## config.mk

```make
export PLATFORM = sky130hd
export DESIGN_NAME = ram_port_arbiter_flat
export DESIGN_NICKNAME = d
export VERILOG_FILES = /design/src/rtl/ram_port_arbiter_pkg.sv /design/src/rtl/ram_port_arbiter_if.sv /design/src/rtl/ram_port_arbiter_be_expand.sv /design/src/rtl/ram_port_arbiter.sv /design/src/flat_wrapper.sv
export SDC_FILE = /design/constraint.sdc
export NUM_CORES = 1
export LEC_CHECK = 0
export ABC_CLOCK_PERIOD_IN_PS = 1600
export BUFFER_PORTS_ARGS = -buffer_cell sky130_fd_sc_hd__buf_2
export CAP_MARGIN = 20
export CELL_PAD_IN_SITES_DETAIL_PLACEMENT = 1
export CELL_PAD_IN_SITES_GLOBAL_PLACEMENT = 1
export CORE_AREA = 2 2 173 175
export DETAILED_ROUTE_END_ITERATION = 12
export DIE_AREA = 0 0 175 177
export PLACE_DENSITY_LB_ADDON = 0.1
export SYNTH_ARGS = -nofsm -noshare
export SYNTH_HDL_FRONTEND = slang
export SYNTH_SLANG_ARGS = --single-unit
```

## constraint.sdc

```tcl
create_clock -name i_clk -period 1.6 [get_ports i_clk]
set_clock_uncertainty 0.1 [all_clocks]
set_input_delay 0.08 -clock i_clk [delete_from_list [all_inputs] [get_ports i_clk]]
set_output_delay 0.08 -clock i_clk [all_outputs]
set_load 0.02 [all_outputs]
```

## src/rtl/ram_port_arbiter_pkg.sv

```systemverilog
// Shared constants for the RAM port arbiter: requester identifiers used by the
// round-robin pointer and the pointer's reset value.
package ram_port_arbiter_pkg;

    typedef enum logic {
        RR_IF = 1'b0,
        RR_LS = 1'b1
    } rr_id_t;

    // Starting from "LS granted last" lets IF win the first contention.
    localparam rr_id_t RR_LAST_RST = RR_LS;

endpackage

```

## src/rtl/ram_port_arbiter_if.sv

```systemverilog
// Requester-side bus of the arbiter: IF fetch port and LS load/store port.
// The slave modport is the arbiter's view; the master modport is the pipeline's view.
interface ram_port_arbiter_if #(
    parameter int DATA_W = 64,
    parameter int ADDR_W = 10
);
    localparam int BE_W = DATA_W / 8;

    logic              i_if_req;
    logic [ADDR_W-1:0] i_if_addr;
    logic              o_if_gnt;
    logic              o_if_rvalid;
    logic [DATA_W-1:0] o_if_rdata;

    logic              i_ls_req;
    logic              i_ls_we;
    logic [ADDR_W-1:0] i_ls_addr;
    logic [DATA_W-1:0] i_ls_wdata;
    logic [BE_W-1:0]   i_ls_be;
    logic              o_ls_gnt;
    logic              o_ls_rvalid;
    logic [DATA_W-1:0] o_ls_rdata;

    modport slave (
        input  i_if_req, i_if_addr,
        output o_if_gnt, o_if_rvalid, o_if_rdata,
        input  i_ls_req, i_ls_we, i_ls_addr, i_ls_wdata, i_ls_be,
        output o_ls_gnt, o_ls_rvalid, o_ls_rdata
    );

    modport master (
        output i_if_req, i_if_addr,
        input  o_if_gnt, o_if_rvalid, o_if_rdata,
        output i_ls_req, i_ls_we, i_ls_addr, i_ls_wdata, i_ls_be,
        input  o_ls_gnt, o_ls_rvalid, o_ls_rdata
    );

endinterface

```

## src/rtl/ram_port_arbiter_be_expand.sv

```systemverilog
// Expands byte strobes into a per-bit write mask: every bit of byte k copies strobe k.
module be_expand #(
    parameter int BE_W = 8
) (
    input  logic [BE_W-1:0]   i_be,
    output logic [BE_W*8-1:0] o_mask
);

    for (genvar k = 0; k < BE_W; k++) begin : g_byte
        assign o_mask[k*8 +: 8] = {8{i_be[k]}};
    end

endmodule

```

## src/rtl/ram_port_arbiter.sv

```systemverilog
// Shares a two-port RAM between instruction fetch (read) and load/store (read/write):
// round-robin on the read port, LS owns the write port, 1-cycle read latency.
module ram_port_arbiter
    import ram_port_arbiter_pkg::*;
#(
    parameter int DATA_W = 64,
    parameter int ADDR_W = 10
) (
    input  logic              i_clk,
    input  logic              i_rst_n,
    ram_port_arbiter_if.slave bus,
    output logic              o_mem_reb0,
    output logic [ADDR_W-1:0] o_mem_addr0,
    input  logic [DATA_W-1:0] i_mem_rdata0,
    output logic              o_mem_web1,
    output logic [DATA_W-1:0] o_mem_bweb1,
    output logic [ADDR_W-1:0] o_mem_addr1,
    output logic [DATA_W-1:0] o_mem_wdata1
);

    localparam int BE_W = DATA_W / 8;

    rr_id_t            r_rr_last;
    logic              r_if_rvalid;
    logic              r_ls_rvalid;

    logic              w_ls_wr;
    logic              w_ls_rd_req;
    logic              w_collide;
    logic              w_if_cand;
    logic              w_if_gnt;
    logic              w_ls_rd_gnt;
    logic              w_if_rvalid;
    logic              w_ls_rvalid;
    logic [DATA_W-1:0] w_bweb;

    be_expand #(.BE_W(BE_W)) u_be_expand (
        .i_be   (bus.i_ls_be),
        .o_mask (w_bweb)
    );

    // An IF read to the address LS is writing this cycle is held off one cycle,
    // so the RAM never sees read-during-write and IF gets the fresh data.
    always_comb begin
        w_ls_wr     = i_rst_n & bus.i_ls_req & bus.i_ls_we;
        w_ls_rd_req = i_rst_n & bus.i_ls_req & ~bus.i_ls_we;
        w_collide   = w_ls_wr & bus.i_if_req & (bus.i_if_addr == bus.i_ls_addr);
        w_if_cand   = i_rst_n & bus.i_if_req & ~w_collide;
        w_if_gnt    = w_if_cand & (~w_ls_rd_req | (r_rr_last == RR_LS));
        w_ls_rd_gnt = w_ls_rd_req & (~w_if_cand | (r_rr_last == RR_IF));
    end

    always_ff @(posedge i_clk) begin
        if (!i_rst_n) begin
            r_rr_last   <= RR_LAST_RST;
            r_if_rvalid <= 1'b0;
            r_ls_rvalid <= 1'b0;
        end else begin
            r_if_rvalid <= w_if_gnt;
            r_ls_rvalid <= w_ls_rd_gnt;
            if (w_if_gnt) begin
                r_rr_last <= RR_IF;
            end else if (w_ls_rd_gnt) begin
                r_rr_last <= RR_LS;
            end
        end
    end

    // Gating with reset drops a response whose grant came just before reset.
    always_comb begin
        w_if_rvalid = r_if_rvalid & i_rst_n;
        w_ls_rvalid = r_ls_rvalid & i_rst_n;
    end

    always_comb begin
        bus.o_if_gnt    = w_if_gnt;
        bus.o_ls_gnt    = w_ls_wr | w_ls_rd_gnt;
        bus.o_if_rvalid = w_if_rvalid;
        bus.o_ls_rvalid = w_ls_rvalid;
        bus.o_if_rdata  = w_if_rvalid ? i_mem_rdata0 : '0;
        bus.o_ls_rdata  = w_ls_rvalid ? i_mem_rdata0 : '0;

        o_mem_reb0   = w_if_gnt | w_ls_rd_gnt;
        o_mem_addr0  = w_if_gnt    ? bus.i_if_addr :
                       w_ls_rd_gnt ? bus.i_ls_addr : '0;

        o_mem_web1   = w_ls_wr;
        o_mem_addr1  = w_ls_wr ? bus.i_ls_addr  : '0;
        o_mem_wdata1 = w_ls_wr ? bus.i_ls_wdata : '0;
        o_mem_bweb1  = w_ls_wr ? w_bweb         : '0;
    end

endmodule

```

## src/flat_wrapper.sv

```systemverilog
// flat-port wrapper written by rule: the top's interface ports become plain ports
module ram_port_arbiter_flat import ram_port_arbiter_pkg::*;
#(
    parameter int DATA_W = 64,
    parameter int ADDR_W = 10
)
  (i_clk, i_rst_n, o_mem_reb0, o_mem_addr0, i_mem_rdata0, o_mem_web1, o_mem_bweb1, o_mem_addr1, o_mem_wdata1, bus_i_if_req, bus_i_if_addr, bus_o_if_gnt, bus_o_if_rvalid, bus_o_if_rdata, bus_i_ls_req, bus_i_ls_we, bus_i_ls_addr, bus_i_ls_wdata, bus_i_ls_be, bus_o_ls_gnt, bus_o_ls_rvalid, bus_o_ls_rdata);
  ram_port_arbiter_if #(.DATA_W(DATA_W), .ADDR_W(ADDR_W)) bus_i ();
  input  logic i_clk;
  input  logic i_rst_n;
  output logic o_mem_reb0;
  output logic [ADDR_W-1:0] o_mem_addr0;
  input  logic [DATA_W-1:0] i_mem_rdata0;
  output logic o_mem_web1;
  output logic [DATA_W-1:0] o_mem_bweb1;
  output logic [ADDR_W-1:0] o_mem_addr1;
  output logic [DATA_W-1:0] o_mem_wdata1;
  input wire logic [$bits(bus_i.i_if_req)-1:0] bus_i_if_req;
  input wire logic [$bits(bus_i.i_if_addr)-1:0] bus_i_if_addr;
  output wire logic [$bits(bus_i.o_if_gnt)-1:0] bus_o_if_gnt;
  output wire logic [$bits(bus_i.o_if_rvalid)-1:0] bus_o_if_rvalid;
  output wire logic [$bits(bus_i.o_if_rdata)-1:0] bus_o_if_rdata;
  input wire logic [$bits(bus_i.i_ls_req)-1:0] bus_i_ls_req;
  input wire logic [$bits(bus_i.i_ls_we)-1:0] bus_i_ls_we;
  input wire logic [$bits(bus_i.i_ls_addr)-1:0] bus_i_ls_addr;
  input wire logic [$bits(bus_i.i_ls_wdata)-1:0] bus_i_ls_wdata;
  input wire logic [$bits(bus_i.i_ls_be)-1:0] bus_i_ls_be;
  output wire logic [$bits(bus_i.o_ls_gnt)-1:0] bus_o_ls_gnt;
  output wire logic [$bits(bus_i.o_ls_rvalid)-1:0] bus_o_ls_rvalid;
  output wire logic [$bits(bus_i.o_ls_rdata)-1:0] bus_o_ls_rdata;
  assign bus_i.i_if_req = bus_i_if_req;
  assign bus_i.i_if_addr = bus_i_if_addr;
  assign bus_o_if_gnt = bus_i.o_if_gnt;
  assign bus_o_if_rvalid = bus_i.o_if_rvalid;
  assign bus_o_if_rdata = bus_i.o_if_rdata;
  assign bus_i.i_ls_req = bus_i_ls_req;
  assign bus_i.i_ls_we = bus_i_ls_we;
  assign bus_i.i_ls_addr = bus_i_ls_addr;
  assign bus_i.i_ls_wdata = bus_i_ls_wdata;
  assign bus_i.i_ls_be = bus_i_ls_be;
  assign bus_o_ls_gnt = bus_i.o_ls_gnt;
  assign bus_o_ls_rvalid = bus_i.o_ls_rvalid;
  assign bus_o_ls_rdata = bus_i.o_ls_rdata;
  ram_port_arbiter #(.DATA_W(DATA_W), .ADDR_W(ADDR_W)) u_core (.i_clk(i_clk), .i_rst_n(i_rst_n), .bus(bus_i), .o_mem_reb0(o_mem_reb0), .o_mem_addr0(o_mem_addr0), .i_mem_rdata0(i_mem_rdata0), .o_mem_web1(o_mem_web1), .o_mem_bweb1(o_mem_bweb1), .o_mem_addr1(o_mem_addr1), .o_mem_wdata1(o_mem_wdata1));
endmodule
```

# ---- Word-level counts from Yosys, hierarchy flattened
# Cells that the tools add are included.
dict set report totals {
  input_bits 161
  output_inout_bits 282
  word_cells 34
  reg_bits 3
}
dict set report op_classes {
  n_reduce_logical 1
  n_bitwise 20
  n_mux 9
  eq_ne 1
}
# operator count
set op_table {}
lappend op_table {{64-bit two-way mux} 4}
lappend op_table {{10-bit two-way mux} 3}
lappend op_table {{1-bit bitwise AND} 11}
lappend op_table {{10-bit == test} 1}
lappend op_table {{1-bit inverter} 5}
lappend op_table {{1-bit OR} 4}
lappend op_table {{1-bit two-way mux} 2}
lappend op_table {{2-bit nonzero test} 1}

# ---- Depth between registers and ports, before layout
# Gate-level depths: netlist of run 1.
dict set report logic_depth {
  depth_word 11
  depth_mapped 5
  depth_no_buf 4
}

# ---- Modules after synthesis
# Synthesis of run 1 repeated with hierarchy kept, for this count alone.
dict set report unflattened {
  hier_cells 444
  hier_area_um2 2808.9
}
# module seq_area_each_um2 n_inst cells_per_inst area_each_um2
set by_module_without_submodules {}
lappend by_module_without_submodules {ram_port_arbiter 60.1 1 380 2328.5}
lappend by_module_without_submodules {be_expand 0.0 1 64 480.5}

# ---- Worst setup path before layout of run 1
# OpenSTA, ideal clock, no wires.
dict set report synth_path {
  kind {flip-flop to output port}
  startpoint {register u_core.r_rr_last}
  endpoint {output port o_mem_addr0[1]}
  n_path_buf 1
  path_stages_with_launch 4
  arrival_time_ns 1.271
  path_slack_ns 0.149
  t_required_ns 1.420
  path_cell_list {dfxtp_1 > o311ai_1 > buf_2 > o31ai_1}
}
dict set report synth_via {
  elab_chain_len 5
  word_cells_on_any_way 7
  cone_classes {mux: 2; bitwise: 5}
}
# element line
set synth_rtl {}
lappend synth_rtl {{start: declaration} ram_port_arbiter.sv:23} ;# rr_id_t r_rr_last;
lappend synth_rtl {{start signal: assignment} ram_port_arbiter.sv:55} ;# r_rr_last <= RR_LAST_RST;
lappend synth_rtl {{start signal: assignment} ram_port_arbiter.sv:62} ;# r_rr_last <= RR_IF;
lappend synth_rtl {{start signal: assignment} ram_port_arbiter.sv:64} ;# r_rr_last <= RR_LS;
lappend synth_rtl {{1-bit inverter} ram_port_arbiter.sv:50} ;# w_ls_rd_gnt = w_ls_rd_req & (~w_if_cand | (r_rr_last == RR_IF));
lappend synth_rtl {{1-bit OR} ram_port_arbiter.sv:50}
lappend synth_rtl {{1-bit bitwise AND} ram_port_arbiter.sv:50}
lappend synth_rtl {{10-bit two-way mux} ram_port_arbiter.sv:85} ;# w_ls_rd_gnt ? bus.i_ls_addr : '0;
lappend synth_rtl {{10-bit two-way mux (*)} ram_port_arbiter.sv:84} ;# o_mem_addr0 = w_if_gnt ? bus.i_if_addr :
lappend synth_rtl {{end: declaration} flat_wrapper.sv:12} ;# output logic [ADDR_W-1:0] o_mem_addr0;
# Mark *: on every way between the ends. The rest lies on a longest branch, timed or not.

# ---- Worst setup path after layout of run 1
dict set report layout_path {
  startpoint {register u_core.r_rr_last}
  endpoint {output port o_mem_addr0[7]}
}
# Same word-level chain as after synthesis.

==> flow_summary.ini, run 1 <==
[floorplanning]
initial_core_util_pct = 8.03
dieHeight_um = 177
die_x_um = 175
io_pins = 443
core_region_area_um2 = 29200
rows = 63
die-area_um2 = 31000

[setup_path]
slowest_stage = dfxtp_4
crit_chain = nand2_1 > and3_4 > buf_12 > nand2_1 > o31ai_2 > buf_2
critical_path_buf_inv_count = 2
end_kind = primary output
cp.required_ns = 1.42
r2r_slack_ns = 0.49
cp_common_cell = nand2_1
critPathMaxStageDelay_ns = 0.35
cp-start-kind = flip-flop
critPathKind = flip-flop to primary output
crit_arrival_ns = 1.30
crit_family = flip-flops
path_max_fanout = 10

[timing]
hold_violations = 0
rsz0062_at_grt = no
period_needed_ns = 1.48
fmax_mhz = 676
final.period_utilization_pct = 92.5
worst_pin_slew_ns = 0.506
setup_violations = 0
setup_tns_ns = 0
slew_violations = 0
slew_headroom_pct = 66.2

[route]
routed_wl_um = 17300
drc = 0
wl_per_cell_um = 15.4
first_pass_iters = 4
avgViaCountPerCell = 3.55
drt_iter0_markers = 83
ant_nets = 0
vias = 3984

[clock_network]
hold_buffers = 0
cts.sinks = 3
clockBufferDepth = 2
postCtsSetupBuffers = 0
clock_latency_ns = 0.22
clk_pin_slew_worst_paths_ns = 0.03
cts_tree = yes
clockRootBuffer = clkbuf_16
htreeDepth = 1
cts_made_buffers = 3

[cells_and_area]
final_common_cell = buf_2
synthToLayoutAreaGrowth_pct = 102
stdcell_area_um2 = 4750
num-nets-final = 894
most-common-layout-cells = buf_2, and3_1, and2_1
drive_above_1_share_pct = 63.7
num-fill-cells = 3696

[synthesis]
syn_inst = 373
synth_cell_types = 25
syn_avg_cell_area_um2 = 6.30
synth_warnings = 0
synth.cell_area_um2 = 2350
synth_nets = 534
synth_seq_area_share_pct = 2.56
synth_seq_cells = 3

[power_and_ir_drop]
irDropWorstVdd_v = 0.000314
power.leakage_uw = 0.00347
powerDensity_nw_per_um2 = 312

[flow_run]
maxCapViolCount = 0

[placed_design]
routabilityCongestion = 0.719
io_buffer_count = 442
place_area_um2 = 4620
post-dp-hpwl_um = 14300

[outcome]
status = finished clean

[hold_path]
min_path_type = input pin to flip-flop

[global_route]
antenna_found_initial = 3
grt_pass1_wl_um = 23800
grt_pass1_vias = 3867
grt-ovfl-total = 0
grt_use_total_pct = 10.1
grt_max_degree = 131
## synthesized netlist by cell type (all sizes together)
cell type | number | area [um^2]
nor3 | 1 | 10.0
nand2 | 11 | 41.3
clkbuf | 35 | 131
nor2 | 4 | 15.0
a41oi | 1 | 8.76
and2 | 84 | 526
nor3b | 1 | 7.51
inv | 11 | 41.3
dfxtp | 3 | 60.1
nand3 | 2 | 10.0
or2 | 1 | 6.26
and3 | 130 | 818
a21oi | 1 | 5.00
xnor2 | 10 | 87.6
o21ai | 1 | 5.00
o31ai | 10 | 75.1
nand4 | 2 | 18.8
buf | 62 | 459
o21a | 1 | 7.51
and2b | 1 | 7.51
o311ai | 1 | 8.76
## area by class of cell
type | count | area (um^2) | share of cell area (%)
inverters | 11 | 41.3 | 0.870
multi-input cells | 262 | 1700 | 35.9
clock buffers | 4 | 78.8 | 1.66
repair buffers | 452 | 2370 | 49.9
flip-flops and latches | 3 | 65.1 | 1.37
well taps | 390 | 488 | 10.3
diodes | 1 | 2.50 | 0.0527
## sequential cells by signal, summed over array words and instances, names as in the netlist
name and count:
u_core.r_if_rvalid 1, u_core.r_ls_rvalid 1, u_core.r_rr_last 1
## worst min-delay path, delay by kind of cell
| family | cells | cell delay [ns] |
|---|---|---|
| buf+inv | 1 | 0.14 |
| simple gates | 1 | 0.09 |
| compound gates | 1 | 0.09 |
## repair_timing
item / 4_1_cts / 5_1_grt
resized for setup: 2 / 8
endpoints found under the setup margin: 10 / 11
pin swaps: 0 / 2
hold endpoints to repair: 0 / 0
cloned: 0 / 0
## final timing paths
kind	cells after the start	endpoint	from
setup / recovery	6	o_mem_addr0[7]	u_core.r_rr_last
hold / removal	3	u_core.r_rr_last	bus_i_if_req
setup reg to reg	3	u_core.r_if_rvalid	u_core.r_rr_last
hold reg to reg	2	u_core.r_rr_last	u_core.r_rr_last
## report_power, final
group	internal (uW)	total, uW	switching [uW]
Sequential	85.3	95.8	10.5
Combinational	398	986	588
Clock	329	397	68.6
Total	812	1480	667
## through the flow
step / instances / hold WS, ns / total power, uW / worst slack, ns / util (%)
2_1_floorplan: 373 / 0.161 / 635 / 0.149 / -
3_3_place_gp: 1118 / 0.347 / 1100 / 0.0591 / 15.8
3_5_place_dp: 1118 / 0.340 / 1090 / 0.0495 / 15.8
4_1_cts: 1122 / 0.116 / 1510 / 0.0270 / 16.1
5_1_grt: 1123 / 0.143 / 1590 / 0.0193 / 16.2
6_report: 1123 / 0.113 / 1480 / 0.120 / 16.2
## metal layers
metal	global-route usage (%)	up-vias	share of wire [%]
met2	19.8	266	52
met1	9.88	1798	35
met5	0	-	0.052
li1	-	1906	-
met4	1.70	2	1.5
met3	4.21	12	11
## cell families (layout without fill, tap and decap cells)
| kind of cell | count (synthesis) | count (layout) | share of synthesized area (%) |
|---|---|---|---|
| and+or+nand+nor | 237 | 237 | 62.1 |
| buffers and inverters | 108 | 467 | 26.9 |
| AOI/OAI and AO/OA | 15 | 15 | 4.69 |
| xor gates and xnor gates | 10 | 10 | 3.73 |
| DFF | 3 | 3 | 2.56 |
| other | 0 | 1 | 0 |
(Power assumes the default switching activity.)
==> run 2: changes to the inputs <==
Settings changed: CAP_MARGIN 20 to 40, CTS_BUF_LIST from default to sky130_fd_sc_hd__clkbuf_4.
==> run 2 against run 1 <==
  * Die area did not move
  * Largest power group unchanged
  * Register-to-register slack about the same
  * Critical endpoint is now bus_o_if_rdata[1]
  * Global-route usage barely moved
  * Via count is essentially flat
  * Flip-flop and latch count is the same
  * Final area down 0.98%
  * Sequential share of layout area is essentially flat
  * Fmax shrank 2.0%
  * Setup slack got worse by 0.031 ns
  * Highest routed layer unchanged
==> flow_summary.ini, run 2 (same netlist as run 1, synthesis figures left out) <==
[clock_network]
clk_pin_slew_worst_paths_ns = 0.04
clock_latency_ns = 0.24
cts_made_buffers = 3
postCtsSetupBuffers = 0
hold_buffers = 0
clockRootBuffer = clkbuf_4
cts_tree = yes
cts.sinks = 3
htreeDepth = 1
clockBufferDepth = 2

[setup_path]
crit_arrival_ns = 1.33
slowest_stage = dfxtp_2
critPathKind = flip-flop to primary output
cp.required_ns = 1.42
crit_family = buffers and inverters
cp-start-kind = flip-flop
critPathMaxStageDelay_ns = 0.33
crit_chain = buf_12 > and3_1 > buf_2
end_kind = primary output
critical_path_buf_inv_count = 2
path_max_fanout = 65

[timing]
final.period_utilization_pct = 94.5
slew_violations = 0
slew_headroom_pct = 65.7
setup_tns_ns = 0
period_needed_ns = 1.51
setup_violations = 0
rsz0062_at_grt = no
fmax_mhz = 662
worst_pin_slew_ns = 0.514
postLayoutSetupSlackWorst_ns = 0.0888
hold_violations = 0

[cells_and_area]
num-fill-cells = 3704
most-common-layout-cells = buf_2, and3_1, and2_1
final_common_cell = buf_2
top_regs = u_core.r_if_rvalid (1), u_core.r_ls_rvalid (1), u_core.r_rr_last (1)
synthToLayoutAreaGrowth_pct = 100
drive_above_1_share_pct = 63.9
num-nets-final = 894

[flow_run]
maxCapViolCount = 0

[placed_design]
post-dp-hpwl_um = 14300
routabilityCongestion = 0.719
pre_cts_slack_ns = 0.0495
io_buffer_count = 442

[route]
avgViaCountPerCell = 3.55
vias = 3985
first_pass_iters = 3
wl_per_cell_um = 15.4
routed_wl_um = 17300
drt_iter0_markers = 85
ant_nets = 0
drc = 0

[power_and_ir_drop]
irDropWorstVdd_v = 0.000166
powerDensity_nw_per_um2 = 264
power.leakage_uw = 0.00346

[hold_path]
min_path_type = input pin to flip-flop

[global_route]
grt_pass1_vias = 3860
grt_use_total_pct = 10.0
antenna_found_initial = 3
grt_max_degree = 131
grt-ovfl-total = 0
grt_pass1_wl_um = 23800

[floorplanning]
dieHeight_um = 177
rows = 63
core_region_area_um2 = 29200
die_x_um = 175
die-area_um2 = 31000
initial_core_util_pct = 8.03
io_pins = 443

[outcome]
status = finished clean
## run 2: cell counts in the layout (fill, tap and decap cells not counted)
Identical to the previous run, type by type.
## run 2: power by group
| part | switching [uW] | internal, uW |
|---|---|---|
| combinational | 590 | 398 |
| clock | 45.0 | 111 |
| sequential | 10.5 | 85.1 |
| total | 645 | 594 |
## run 2: metrics by stage
| stage | util [%] | instances | hold WS [ns] | power [uW] | area [um^2] |
|---|---|---|---|---|---|
| 2_1_floorplan | - | 373 | 0.161 | 635 | 2350 |
| 3_3_place_gp | 15.8 | 1118 | 0.347 | 1100 | 4620 |
| 3_5_place_dp | 15.8 | 1118 | 0.340 | 1090 | 4620 |
| 4_1_cts | 15.9 | 1122 | 0.0937 | 1260 | 4660 |
| 5_1_grt | 16.1 | 1123 | 0.117 | 1350 | 4700 |
| 6_report | 16.1 | 1123 | 0.0980 | 1240 | 4700 |
## run 2: layout make-up
type                            count  area [um^2]  share of cell area (%)
Inverter                           11         41.3                   0.879
Clock buffer                        4         30.0                   0.639
Sequential cell                     3         65.1                    1.38
Multi-Input combinational cell    262         1710                    36.3
Timing Repair Buffer              452         2370                    50.3
Antenna cell                        1         2.50                  0.0532
Tap cell                          390          488                    10.4
## run 2: path summary, 6_finish.rpt
path,depth (start not counted),to,startpoint,slack (ns)
setup reg to reg,3,u_core.r_if_rvalid,u_core.r_rr_last,0.49
setup / recovery,3,bus_o_if_rdata[1],u_core.r_if_rvalid,0.09
hold reg to reg,2,u_core.r_rr_last,u_core.r_rr_last,0.45
hold / removal,3,u_core.r_rr_last,bus_i_if_req,0.1
## run 2: worst reg2reg max path, cell delays in order, from the launching register on
cell,delay [ns]
dfxtp_4,0.36
o311ai_4,0.30
buf_12,0.19
nor2_1,0.05
## run 2: per-layer routing
| layer | GRT usage, % | wire length (um) | vias to the layer above |
|---|---|---|---|
| met5 | 0 | 9 | - |
| met4 | 1.60 | 253 | 2 |
| met3 | 4.21 | 1960 | 12 |
| met2 | 19.8 | 8930 | 266 |
| met1 | 9.87 | 6120 | 1799 |
| li1 | - | - | 1906 |
## run 2: what timing repair did
action / CTS / global route
pin swaps: 0 / 2
resized for setup: 2 / 9
endpoints found under the setup margin: 11 / 11
==> run 3: changes to the inputs <==
Settings changed: ABC_AREA from default to 1, CORE_AREA 2 2 173 175 to 2 2 170 172, DIE_AREA 0 0 175 177 to 0 0 172 174.
==> run 3 against run 2 <==
  * Global-route usage increased by 0.32 points
  * Cell count increased by 15%
  * Via count increased by 4.3%
  * Register-to-register slack improved by 0.11 ns
  * Sequential power decreased by 14%
  * Combinational power decreased by 2.7%
  * Total power decreased by 3.4%
  * Sequential share of layout area decreased by 0.11 points
  * Flip-flop and latch count unchanged
  * Die area decreased by 3.4%
  * Largest power group unchanged
  * Critical path depth increased by 3
  * Synthesized cell count increased by 42%
==> flow_summary.ini, run 3 <==
[global_route]
grt_pass1_vias = 3967
grt_max_degree = 66
antenna_found_initial = 4
grt-ovfl-total = 0
grt_pass1_wl_um = 23600
grt_use_total_pct = 10.4

[hold_path]
hold_start = i_rst_n
holdPathEnd = u_core.r_rr_last
min_path_type = input pin to flip-flop
whs_path_depth = 3

[setup_path]
end_kind = primary output
r2r_slack_ns = 0.60
cp-start-kind = flip-flop
cp.required_ns = 1.42
reg2reg_to = u_core.r_rr_last
critical_path_buf_inv_count = 3
crit_chain = nor2_2 > inv_2 > buf_4 > nand4_1 > nand2_1 > buf_2
critPathMaxStageDelay_ns = 0.32
slowest_stage = dfxtp_1
crit_arrival_ns = 1.31
path_max_fanout = 12
crit_family = buffers and inverters
r2r.worst_path.cells = 4
reg2reg_from = u_core.r_rr_last
critPathKind = flip-flop to primary output

[route]
routed_wl_um = 17200
drt_iter0_markers = 103
wl_per_cell_um = 13.3
drc = 0
vias = 4155
avgViaCountPerCell = 3.21
first_pass_iters = 4
ant_nets = 0

[floorplanning]
io_pins = 443
rows = 62
core_region_area_um2 = 28200
die_x_um = 172
dieHeight_um = 174
initial_core_util_pct = 8.48
die-area_um2 = 29900

[cells_and_area]
most-common-layout-cells = buf_2, nor2_1, inv_1
synthToLayoutAreaGrowth_pct = 96.5
final_common_cell = buf_2
drive_above_1_share_pct = 51.7
top_regs = u_core.r_if_rvalid (1), u_core.r_ls_rvalid (1), u_core.r_rr_last (1)
stdcell_area_um2 = 4710
num-fill-cells = 3790
num-nets-final = 1071

[timing]
setup_tns_ns = 0
setup_violations = 0
fmax_mhz = 669
slew_headroom_pct = 69.8
worst_pin_slew_ns = 0.451
final.period_utilization_pct = 93.4
hold_violations = 0
period_needed_ns = 1.49
rsz0062_at_grt = no
postLayoutSetupSlackWorst_ns = 0.106
slew_violations = 0

[synthesis]
synth_nets = 691
synth_top_area_share_pct = 33.9
synth_edf_count = 0
synth_cell_types = 16
synth_seq_cells = 3
async_reset_ff_share_pct = 0
synth_warnings = 0
syn_inst = 530
synth_top_cells_by_count = nor2_1, inv_1, buf_4
synth_area_leaders = nor2_1, inv_1, buf_4
ys.flop_type = dfxtp_1
synth.cell_area_um2 = 2390
synth_seq_area_share_pct = 2.51
yosysMostFrequentCell = nor2_1
synth_top_area_cell = nor2_1
syn_avg_cell_area_um2 = 4.52

[clock_network]
postCtsSetupBuffers = 0
clock_latency_ns = 0.24
cts.sinks = 3
cts_tree = yes
clk_pin_slew_worst_paths_ns = 0.04
cts_made_buffers = 3
clockRootBuffer = clkbuf_4
htreeDepth = 1
clockBufferDepth = 2

[placed_design]
place_area_um2 = 4660
routabilityCongestion = 0.760
post-dp-hpwl_um = 15400
pre_cts_slack_ns = 0.150
io_buffer_count = 442

[outcome]
status = finished clean

[power_and_ir_drop]
irDropWorstVdd_v = 0.0000794
powerDensity_nw_per_um2 = 254
power.leakage_uw = 0.00381

[flow_run]
maxCapViolCount = 0
## run 3: through the flow
stage / power [uW] / util (%) / cells / hold WS [ns]
4_1_cts: 1230 / 16.6 / 1293 / 0.116
6_report: 1200 / 16.7 / 1295 / 0.129
5_1_grt: 1320 / 16.7 / 1295 / 0.146
3_5_place_dp: 1060 / 16.5 / 1289 / 0.373
2_1_floorplan: 638 / - / 530 / 0.0641
3_3_place_gp: 1070 / 16.5 / 1289 / 0.361
## run 3: layout make-up
class | instances | area [um^2] | area share (%)
Antenna cell | 2 | 5.00 | 0.106
Clock buffer | 4 | 30.0 | 0.638
Inverter | 159 | 597 | 12.7
Multi-Input combinational cell | 285 | 1150 | 24.5
Sequential cell | 3 | 60.1 | 1.28
Tap cell | 384 | 480 | 10.2
Timing Repair Buffer | 458 | 2380 | 50.6
## run 3: metal layers
layer  up-vias  track usage [%]  routed length, um
li1       2136                -                  -
met4         0             1.54                136
met2       241             22.2               9430
met5         -                0                  0
met1      1768             9.88               5930
met3        10             2.21               1740
## run 3: worst register-to-register path: stages, from the launching register on
cell and delay [ns]:
dfxtp_1 0.35, nor2_2 0.07, inv_2 0.07, buf_4 0.19
nand3_1 0.09
## run 3: power by group
| group | total (uW) | switching [uW] | internal, uW |
|---|---|---|---|
| Combinational | 961 | 602 | 359 |
| Clock | 153 | 42.8 | 111 |
| Sequential | 82.3 | 2.73 | 79.6 |
| Total | 1200 | 648 | 549 |
## run 3: kinds of logic after synthesis
family	Yosys count	share of synthesized area (%)
flip-flops	3	2.51
XOR/XNOR	5	1.83
buffers and inverters	242	50.1
AND/OR/NAND/NOR	280	45.6
## run 3: worst max-delay path by stage
| stage | start | end | slack (ns) | depth (start not counted) |
|---|---|---|---|---|
| final | u_core.r_rr_last | o_mem_addr0[4] | 0.11 | 6 |
| after global routing | u_core.r_rr_last | o_mem_addr0[6] | 0.02 | 6 |
| after CTS | u_core.r_ls_rvalid | bus_o_ls_rdata[44] | 0.03 | 4 |
| after detailed placement | bus_i_ls_we | o_mem_bweb1[27] | 0.15 | 7 |
| after global placement | bus_i_ls_we | o_mem_bweb1[60] | 0.18 | 7 |
| after floorplan | bus_i_ls_we | o_mem_bweb1[10] | -0.01 | 6 |
## run 3: timing repair
action,CTS,global route
endpoints found under the setup margin,0,34
gates resized for setup,0,2
hold buffers,0,0
